===== config.mk =====
export PLATFORM = sky130hd
export DESIGN_NAME = uart_word_rx
export DESIGN_NICKNAME = d
export VERILOG_FILES = /design/src/rtl/uart_pkg.sv /design/src/rtl/uart_byte_rx.sv /design/src/rtl/uart_word_rx.sv
export SDC_FILE = /design/constraint.sdc
export NUM_CORES = 1
export LEC_CHECK = 0
export ABC_AREA = 0
export CELL_PAD_IN_SITES_DETAIL_PLACEMENT = 1
export CELL_PAD_IN_SITES_GLOBAL_PLACEMENT = 2
export CORE_ASPECT_RATIO = 0.8
export CORE_MARGIN = 1.5
export CORE_UTILIZATION = 38
export CTS_CLUSTER_SIZE = 40
export DETAILED_ROUTE_END_ITERATION = 8
export PLACE_DENSITY = 0.76
export SETUP_SLACK_MARGIN = 0.3
export SYNTH_ARGS = -nofsm -noshare
export SYNTH_HDL_FRONTEND = slang
export SYNTH_SLANG_ARGS = --single-unit

===== constraint.sdc =====
create_clock -name clock -period 3.3 [get_ports clock]
set_clock_uncertainty 0.05 [all_clocks]
set_input_delay 0.66 -clock clock [delete_from_list [all_inputs] [get_ports clock]]
set_output_delay 0.66 -clock clock [all_outputs]
set_load 0.01 [all_outputs]

===== src/rtl/uart_pkg.sv =====
// Shared types and constants for the uart_word_rx receiver.
// Defining UART_RX_PARITY_EN adds the PARITY state (8E1 framing).
package uart_pkg;

    localparam int unsigned DATA_BITS            = 8;
    localparam int unsigned BYTES_PER_WORD       = 4;
    localparam int unsigned DEFAULT_CLKS_PER_BIT = 434;

    typedef enum logic [2:0] {
        ST_IDLE,
        ST_START,
        ST_DATA,
`ifdef UART_RX_PARITY_EN
        ST_PARITY,
`endif
        ST_STOP
    } rx_state_t;

endpackage


===== src/rtl/uart_byte_rx.sv =====
// UART byte receiver: rx synchronizer, bit FSM and baud counter.
// Build macro UART_RX_PARITY_EN selects 8E1 instead of 8N1.
module uart_byte_rx
    import uart_pkg::*;
#(
    parameter int unsigned CLKS_PER_BIT = DEFAULT_CLKS_PER_BIT
)
(
    input  logic                 i_clock,
    input  logic                 i_reset_n,
    input  logic                 i_rx,
    output logic [DATA_BITS-1:0] o_byte,
    output logic                 o_byte_strobe,
    output logic                 o_err_strobe
);

    localparam logic [15:0] HALF_M1 = 16'(CLKS_PER_BIT / 2 - 1);
    localparam logic [15:0] FULL_M1 = 16'(CLKS_PER_BIT - 1);

    rx_state_t            r_state;
    logic                 r_sync1;
    logic                 r_sync2;
    logic                 r_armed;
    logic                 r_par_err;
    logic [15:0]          r_cnt;
    logic [2:0]           r_bit_idx;
    logic [DATA_BITS-1:0] r_shift;

    logic w_rx;
    logic w_tick_half;
    logic w_tick_full;
    logic w_stop_sample;
    logic w_stop_ok;

    assign w_rx          = r_sync2;
    assign w_tick_half   = (r_cnt == HALF_M1);
    assign w_tick_full   = (r_cnt == FULL_M1);
    assign w_stop_sample = (r_state == ST_STOP) && w_tick_full;

`ifdef UART_RX_PARITY_EN
    assign w_stop_ok = w_rx && !r_par_err;
`else
    assign w_stop_ok = w_rx;
`endif

    // Strobes are decoded at the stop-sample edge so the word assembler can register them directly.
    assign o_byte        = r_shift;
    assign o_byte_strobe = w_stop_sample && w_stop_ok;
    assign o_err_strobe  = w_stop_sample && !w_stop_ok;

    always_ff @(posedge i_clock or negedge i_reset_n) begin
        if (!i_reset_n) begin
            r_sync1   <= 1'b1;
            r_sync2   <= 1'b1;
            r_state   <= ST_IDLE;
            r_armed   <= 1'b0;
            r_par_err <= 1'b0;
            r_cnt     <= '0;
            r_bit_idx <= '0;
            r_shift   <= '0;
        end else begin
            r_sync1 <= i_rx;
            r_sync2 <= r_sync1;
            case (r_state)
                ST_IDLE: begin
                    r_cnt <= '0;
                    if (w_rx) begin
                        r_armed <= 1'b1;
                    end else if (r_armed) begin
                        r_armed   <= 1'b0;
                        r_bit_idx <= '0;
                        r_par_err <= 1'b0;
                        r_state   <= ST_START;
                    end
                end
                ST_START: begin
                    if (w_tick_half) begin
                        r_cnt   <= '0;
                        r_state <= w_rx ? ST_IDLE : ST_DATA;
                    end else begin
                        r_cnt <= r_cnt + 16'd1;
                    end
                end
                ST_DATA: begin
                    if (w_tick_full) begin
                        r_cnt     <= '0;
                        r_shift   <= {w_rx, r_shift[DATA_BITS-1:1]};
                        r_bit_idx <= r_bit_idx + 3'd1;
                        if (r_bit_idx == 3'(DATA_BITS - 1)) begin
`ifdef UART_RX_PARITY_EN
                            r_state <= ST_PARITY;
`else
                            r_state <= ST_STOP;
`endif
                        end
                    end else begin
                        r_cnt <= r_cnt + 16'd1;
                    end
                end
`ifdef UART_RX_PARITY_EN
                ST_PARITY: begin
                    if (w_tick_full) begin
                        r_cnt     <= '0;
                        r_par_err <= w_rx ^ (^r_shift);
                        r_state   <= ST_STOP;
                    end else begin
                        r_cnt <= r_cnt + 16'd1;
                    end
                end
`endif
                ST_STOP: begin
                    if (w_tick_full) begin
                        r_cnt   <= '0;
                        r_armed <= w_rx;
                        r_state <= ST_IDLE;
                    end else begin
                        r_cnt <= r_cnt + 16'd1;
                    end
                end
                default: r_state <= ST_IDLE;
            endcase
        end
    end

endmodule


===== src/rtl/uart_word_rx.sv =====
// Host UART receiver packing four bytes per 32-bit word onto a valid/ready port.
// Build macro UART_RX_PARITY_EN selects 8E1 framing in the byte receiver.
module uart_word_rx
    import uart_pkg::*;
#(
    parameter int unsigned CLKS_PER_BIT = DEFAULT_CLKS_PER_BIT
)
(
    input  logic        clock,
    input  logic        reset_n,
    input  logic        rx,
    output logic [31:0] word_out,
    output logic        word_valid,
    input  logic        word_ready,
    output logic        frame_err,
    output logic        overrun
);

    localparam int unsigned CW = $clog2(BYTES_PER_WORD);

    logic [DATA_BITS-1:0]                    w_byte;
    logic                                    w_byte_strobe;
    logic                                    w_err_strobe;
    logic                                    w_last;
    logic                                    w_load;
    logic [CW-1:0]                           r_count;
    logic [DATA_BITS*(BYTES_PER_WORD-1)-1:0] r_lanes;
    logic [DATA_BITS*BYTES_PER_WORD-1:0]     r_word;
    logic                                    r_valid;
    logic                                    r_frame_err;
    logic                                    r_overrun;

    uart_byte_rx #(.CLKS_PER_BIT(CLKS_PER_BIT)) u_byte_rx (
        .i_clock       (clock),
        .i_reset_n     (reset_n),
        .i_rx          (rx),
        .o_byte        (w_byte),
        .o_byte_strobe (w_byte_strobe),
        .o_err_strobe  (w_err_strobe)
    );

    assign w_last = w_byte_strobe && (r_count == CW'(BYTES_PER_WORD - 1));
    assign w_load = w_last && (!r_valid || word_ready);

    assign word_out   = r_word;
    assign word_valid = r_valid;
    assign frame_err  = r_frame_err;
    assign overrun    = r_overrun;

    always_ff @(posedge clock or negedge reset_n) begin
        if (!reset_n) begin
            r_count     <= '0;
            r_lanes     <= '0;
            r_word      <= '0;
            r_valid     <= 1'b0;
            r_frame_err <= 1'b0;
            r_overrun   <= 1'b0;
        end else begin
            r_frame_err <= w_err_strobe;
            r_overrun   <= w_last && !w_load;
            if (w_err_strobe) begin
                r_count <= '0;
            end else if (w_byte_strobe) begin
                r_count <= r_count + CW'(1);
                if (!w_last) begin
                    r_lanes[r_count*DATA_BITS +: DATA_BITS] <= w_byte;
                end
            end
            // A load on the transfer edge keeps valid high with the fresh word.
            if (w_load) begin
                r_word  <= {w_byte, r_lanes};
                r_valid <= 1'b1;
            end else if (r_valid && word_ready) begin
                r_valid <= 1'b0;
            end
        end
    end

endmodule


# --- Yosys cells after proc, flatten, opt, wreduce, memory -nomap -nowiden ---
# Cells that the tools add are included.
classes:
  n_addsub: 4
  eq_ne: 13
  shifts: 2
  mux: 23
  bitwise: 2
  reduce_logical: 23
ops:
  columns: ["operator", "n"]
  rows:
  - ["16-bit one-hot mux with 3 select lines", 1]
  - ["5-bit negation with 34-bit output", 1]
  - ["8-bit by 34-bit variable shift with 24-bit output (first input constant)", 1]
  - ["8-bit by 34-bit indexed part select with 24-bit output", 1]
  - ["16-bit 2-to-1 mux", 2]
  - ["3-bit 2-to-1 mux", 9]
  - ["24-bit bitwise mux", 1]
  - ["16-bit by 1-bit adder with 16-bit output (second input constant)", 1]
  - ["16-bit by 8-bit == test with 1-bit output (second input constant)", 1]
  - ["16-bit by 9-bit == test with 1-bit output (second input constant)", 1]
  - ["3-bit one-hot mux with 4 select lines", 1]
  - ["2-bit by 1-bit inequality test with 1-bit output (second input constant)", 5]
  - ["2-bit nonzero test", 4]
  - ["1-bit logical AND", 7]
  - ["3-bit by 2-bit == test with 1-bit output (second input constant)", 2]
  - ["2-bit 2-to-1 mux", 3]
  - ["3-bit one-hot mux with 2 select lines", 1]
  - ["6-bit AND reduction", 1]
  - ["1-bit 2-to-1 mux", 4]
  - ["2-bit AND reduction", 2]
  - ["4-bit AND reduction", 1]
  - ["3-bit by 1-bit adder with 3-bit output (second input constant)", 1]
  - ["3-bit by 1-bit == test with 1-bit output (second input constant)", 1]
  - ["3-bit == test (second input constant)", 1]
  - ["11 further kinds", 14]
totals:
  register_bits: 94
  inputBits: 4
  output_inout_bits: 35
  word_cells: 80

# --- Depth between registers and ports, before layout ---
depth:
  ltp_word: 7
  ltp_mapped: 7

# --- Hierarchy ---
# Synthesis repeated with hierarchy kept, for this count alone.
hier_totals:
  cells_unflattened: 327
  area_unflattened_um2: 4018.9
modules_own_cells:
  columns: ["mod", "instances", "cells_each", "area_each_um2", "seq_area_each_um2"]
  rows:
  - ["uart_word_rx", 1, 181, 2418.6, 1526.5]
  - ["uart_byte_rx", 1, 146, 1600.3, 803.3]

# --- Worst setup path after synthesis ---
# OpenSTA, ideal clock, no wires.
synth_timing:
  kind: "register -> register"
  start: "register u_byte_rx.r_cnt[0]"
  end: "register u_byte_rx.r_cnt[10]"
  setup_ps: 119
  arrival_time_ps: 2140
  required_ps: 3131
  setup_slack_ps: 991
  stages_incl_launch_ff: 8
  n_path_buf: 1
  cell_sequence: "dfrtp_1 > inv_1 > ha_1 > or4b_2 > or4_1 > a22oi_2 > buf_4 > nor2_1"
synth_via:
  elab_chain_len: 3
synth_lines:
  columns: ["item", "line_no", "text"]
  rows:
  - ["from (decl)", "uart_byte_rx.sv:25", "logic [15:0] r_cnt;"]
  - ["from (signal assigned)", "uart_byte_rx.sv:81", "r_cnt <= r_cnt + 16'd1;"]
  - ["from (signal assigned)", "uart_byte_rx.sv:97", "r_cnt <= r_cnt + 16'd1;"]
  - ["from (signal assigned)", "uart_byte_rx.sv:117", "r_cnt <= r_cnt + 16'd1;"]
  - ["16-bit by 1-bit adder with 16-bit output, or another cell as far along", "uart_byte_rx.sv:81, uart_byte_rx.sv:97, uart_byte_rx.sv:117", null]
  - ["16-bit 2-to-1 mux (on tied branches)", "uart_byte_rx.sv:85, uart_byte_rx.sv:112, uart_byte_rx.sv:77", null]
  - ["16-bit one-hot mux with 3 select lines (*)", "uart_byte_rx.sv:64", "case (r_state)"]
# Every way passes the cells marked *; elsewhere a longest branch is shown, timed or not.
# A chain may end at the register's enable or synchronous reset.

# --- Worst setup path after layout ---
layout_timing:
  start: "register u_byte_rx.r_cnt[1]"
  end: "register u_byte_rx.r_shift[0], in the netlist u_byte_rx.o_byte[0]"
layout_via:
  elab_chain_len: 2
layout_lines:
  columns: ["item", "line_no", "text"]
  rows:
  - ["16-bit by 9-bit == test with 1-bit output", "uart_byte_rx.sv:37", "assign w_tick_full = (r_cnt == FULL_M1);"]
  - ["2-bit AND reduction (no line)", null, null]
  - ["to (signal assigned)", "uart_byte_rx.sv:87", "r_shift <= {w_rx, r_shift[DATA_BITS-1:1]};"]
  - ["to (decl)", "uart_byte_rx.sv:27", "logic [DATA_BITS-1:0] r_shift;"]
# No other way between the ends.

==> flow_summary.yaml <==
run_status:
  outcome: "finished clean"
final_layout:
  drive_gt1_share_pct: 9.00
  finish.instance_area_sq_mm: 0.00488
  fill_cells: 1085
  area_growth_pct: 20.9
  multi_input_area_sq_mm: 0.00163
  fin_cells: 540
  fin_nets: 409
  seqCellArea_sq_mm: 0.00233
  antenna_cells: 0
synth:
  synth_top_flop_cell: "dfrtp_1"
  synth-edff-count: 0
  synth.area.top_cells: "dfrtp_1 (56%), mux2_1 (11%), o21ai_1 (4.6%)"
  synth-seq-cells: 93
  ys_warn_count: 0
  ys_seq_area_share_pct: 57.7
  synth_commonest_cells: "dfrtp_1 (91), nand2_1 (41), mux2_1 (38), o21ai_1 (37), o21ai_0 (21)"
  synth_top_cell_by_area: "dfrtp_1"
  synth.distinct_cells: 43
  async_reset_ff_share_pct: 100
  syn_inst: 351
  postSynthAreaPerCell_sq_um: 11.5
  syn_area_sq_mm: 0.00404
  yosys.cell_count.top_type: "dfrtp_1"
  synthesis.nets: 365
  synth.top_cell.area_share_pct: 56.4
placement:
  globalplace.congestion: 0.825
  placed_area_sq_mm: 0.00458
  dp_hpwl_um: 6130
  placed_cells: 524
  portBuffers: 38
floorplanning:
  die_h_um: 95.2
  die_w_um: 118
  dieArea_sq_mm: 0.0113
  num_rows: 33
  ios: 39
  core_area_sq_mm: 0.0103
  start_util_pct: 39.3
power:
  power_density_mw_per_mm2: 506
  p_leak_nw: 2.15
  peakVddDrop_uv: 281
grt:
  grt_max_degree: 48
  grt_pass1_wl_um: 15300
  grt_pass1_vias: 3004
  grt_antenna_before_repair: 0
  gr-total-overflow: 0
  grt.total_usage_pct: 17.5
sta:
  setup_viol: 0
  tns_ns: 0
  slew_headroom_pct: 40.3
  fmax_mhz: 370
  worstMarginPinSlew_ns: 0.894
  post-route-period-util_pct: 82.0
  hold_viol_final: 0
  period_minus_slack_ns: 2.71
  grt_setup_unrepaired: "false"
  maxSlewViolCount: 0
setup_path:
  path_class: "register to register"
  endpoint_kind: "register"
  crit_path_max_fanout: 11
  critPathArrivalTime_ns: 2.88
  r2r_cells: 6
  cp-start-kind: "register"
  crit_required_ns: 3.47
route:
  first_pass_iters: 4
  avgRoutedWirePerCell_um: 16.5
  drc: 0
  ant_nets: 0
  drt-initial-drc-count: 103
  via_count: 2781
  via_per_inst: 5.15
  wl_um: 8920
run:
  drv_cap: 0
clock_network:
  path_clk_slew_ns: 0.06
  holdBufCountCts: 0
  htreeDepth: 3
  cts-buffers-inserted: 9
  cts.path.max_buffers: 2
  cts_tree: "done"
  clkSinkCount: 93
  clock_latency_ns: 0.34
  post_cts_buffers: 0
  cts-resized-gates: 0
  root_buffer: "clkbuf_16"
worst_hold_path:
  hp-class: "input pin to asynchronous set/reset pin"
-- kinds of logic after synthesis --
logic type      share of synthesized area, %
compound gates                          8.43
simple gates                            14.6
flops                                   57.7
fa+ha+maj                               3.10
xor+xnor                                2.60
buf+inv                                 1.89
mux                                     11.7
-- path summary, 6_finish.rpt --
path / startpoint / end / slack [ns]
worst max-delay path: u_byte_rx.r_cnt[1]$_DFFE_PN0P_ / u_byte_rx.o_byte[0]$_DFFE_PN0P_ / 0.59
worst min-delay path: reset_n / word_out[1]$_DFFE_PN0P_ / 0.28
worst max register to register: u_byte_rx.r_cnt[1]$_DFFE_PN0P_ / u_byte_rx.o_byte[0]$_DFFE_PN0P_ / 0.59
worst min register to register: u_byte_rx.r_sync1$_DFF_PN1_ / u_byte_rx.r_sync2$_DFF_PN1_ / 0.31
max in group asynchronous: reset_n / r_lanes[15]$_DFFE_PN0P_ / 2.15
min in group clock: u_byte_rx.r_sync1$_DFF_PN1_ / u_byte_rx.r_sync2$_DFF_PN1_ / 0.31
-- sequential cells by signal, summed over array words and instances, names as in the netlist --
register	count
u_byte_rx.r_armed	1
r_lanes	24
u_byte_rx.o_byte	8
r_count	2
u_byte_rx.r_bit_idx	3
word_out	32
u_byte_rx.r_state	2
overrun	1
u_byte_rx.r_sync1	1
u_byte_rx.r_cnt	16
frame_err	1
u_byte_rx.r_sync2	1
word_valid	1
-- worst max-delay path, stage by stage (launching register included) --
cell and delay [ns]:
dfrtp_1 0.43, inv_1 0.10, ha_1 0.14, or4b_1 0.50, nor4_1 0.48, and2_1 0.52, mux2_2 0.38
-- layout make-up --
class / count / share of cell area, %
Timing Repair Buffer: 43 / 8.51
Clock inverter: 5 / 1.26
Tap cell: 140 / 3.59
Clock buffer: 11 / 4.97
Inverter: 7 / 0.538
Sequential cell: 93 / 47.7
Multi-Input combinational cell: 241 / 33.4
-- metal layers --
layer	global-route usage, %	up-vias	wire [um]
li1	-	1323	-
met1	23.3	1412	4340
met2	29.5	39	4200
met3	3.65	7	283
met4	4.57	0	95
met5	0	-	0
-- power breakdown --
group,switching [mW],internal [mW],leakage [nW]
sequential,0.0631,1.18,1.28
combinational,0.118,0.0776,0.734
clock,0.422,0.609,0.138
total,0.603,1.87,2.15
-- layout by cell type (no fill, tap or decap), types with 9 or more instances in the layout --
cell type | netlist | layout
clkbuf_16 | 0 | 9
clkdlybuf4s50_1 | 0 | 37
dfrtp_1 | 91 | 91
ha_1 | 10 | 10
mux2_1 | 38 | 38
nand2_1 | 41 | 41
nand3_1 | 15 | 15
nor2_1 | 18 | 18
o21ai_0 | 21 | 21
o21ai_1 | 37 | 37
xnor2_1 | 9 | 9
-- stage by stage --
stage | worst slack, ns | total power, mW | hold WS (ns) | util, %
floorplan | 0.991 | 1.38 | 0.295 | -
global placement | 0.738 | 1.46 | 0.299 | 44.5
detailed placement | 0.599 | 1.46 | 0.299 | 44.5
CTS | 0.574 | 2.50 | 0.302 | 47.5
global route | 0.413 | 2.58 | 0.315 | 47.5
finish | 0.595 | 2.47 | 0.277 | 47.5
Power figures use the tool's default switching activity.
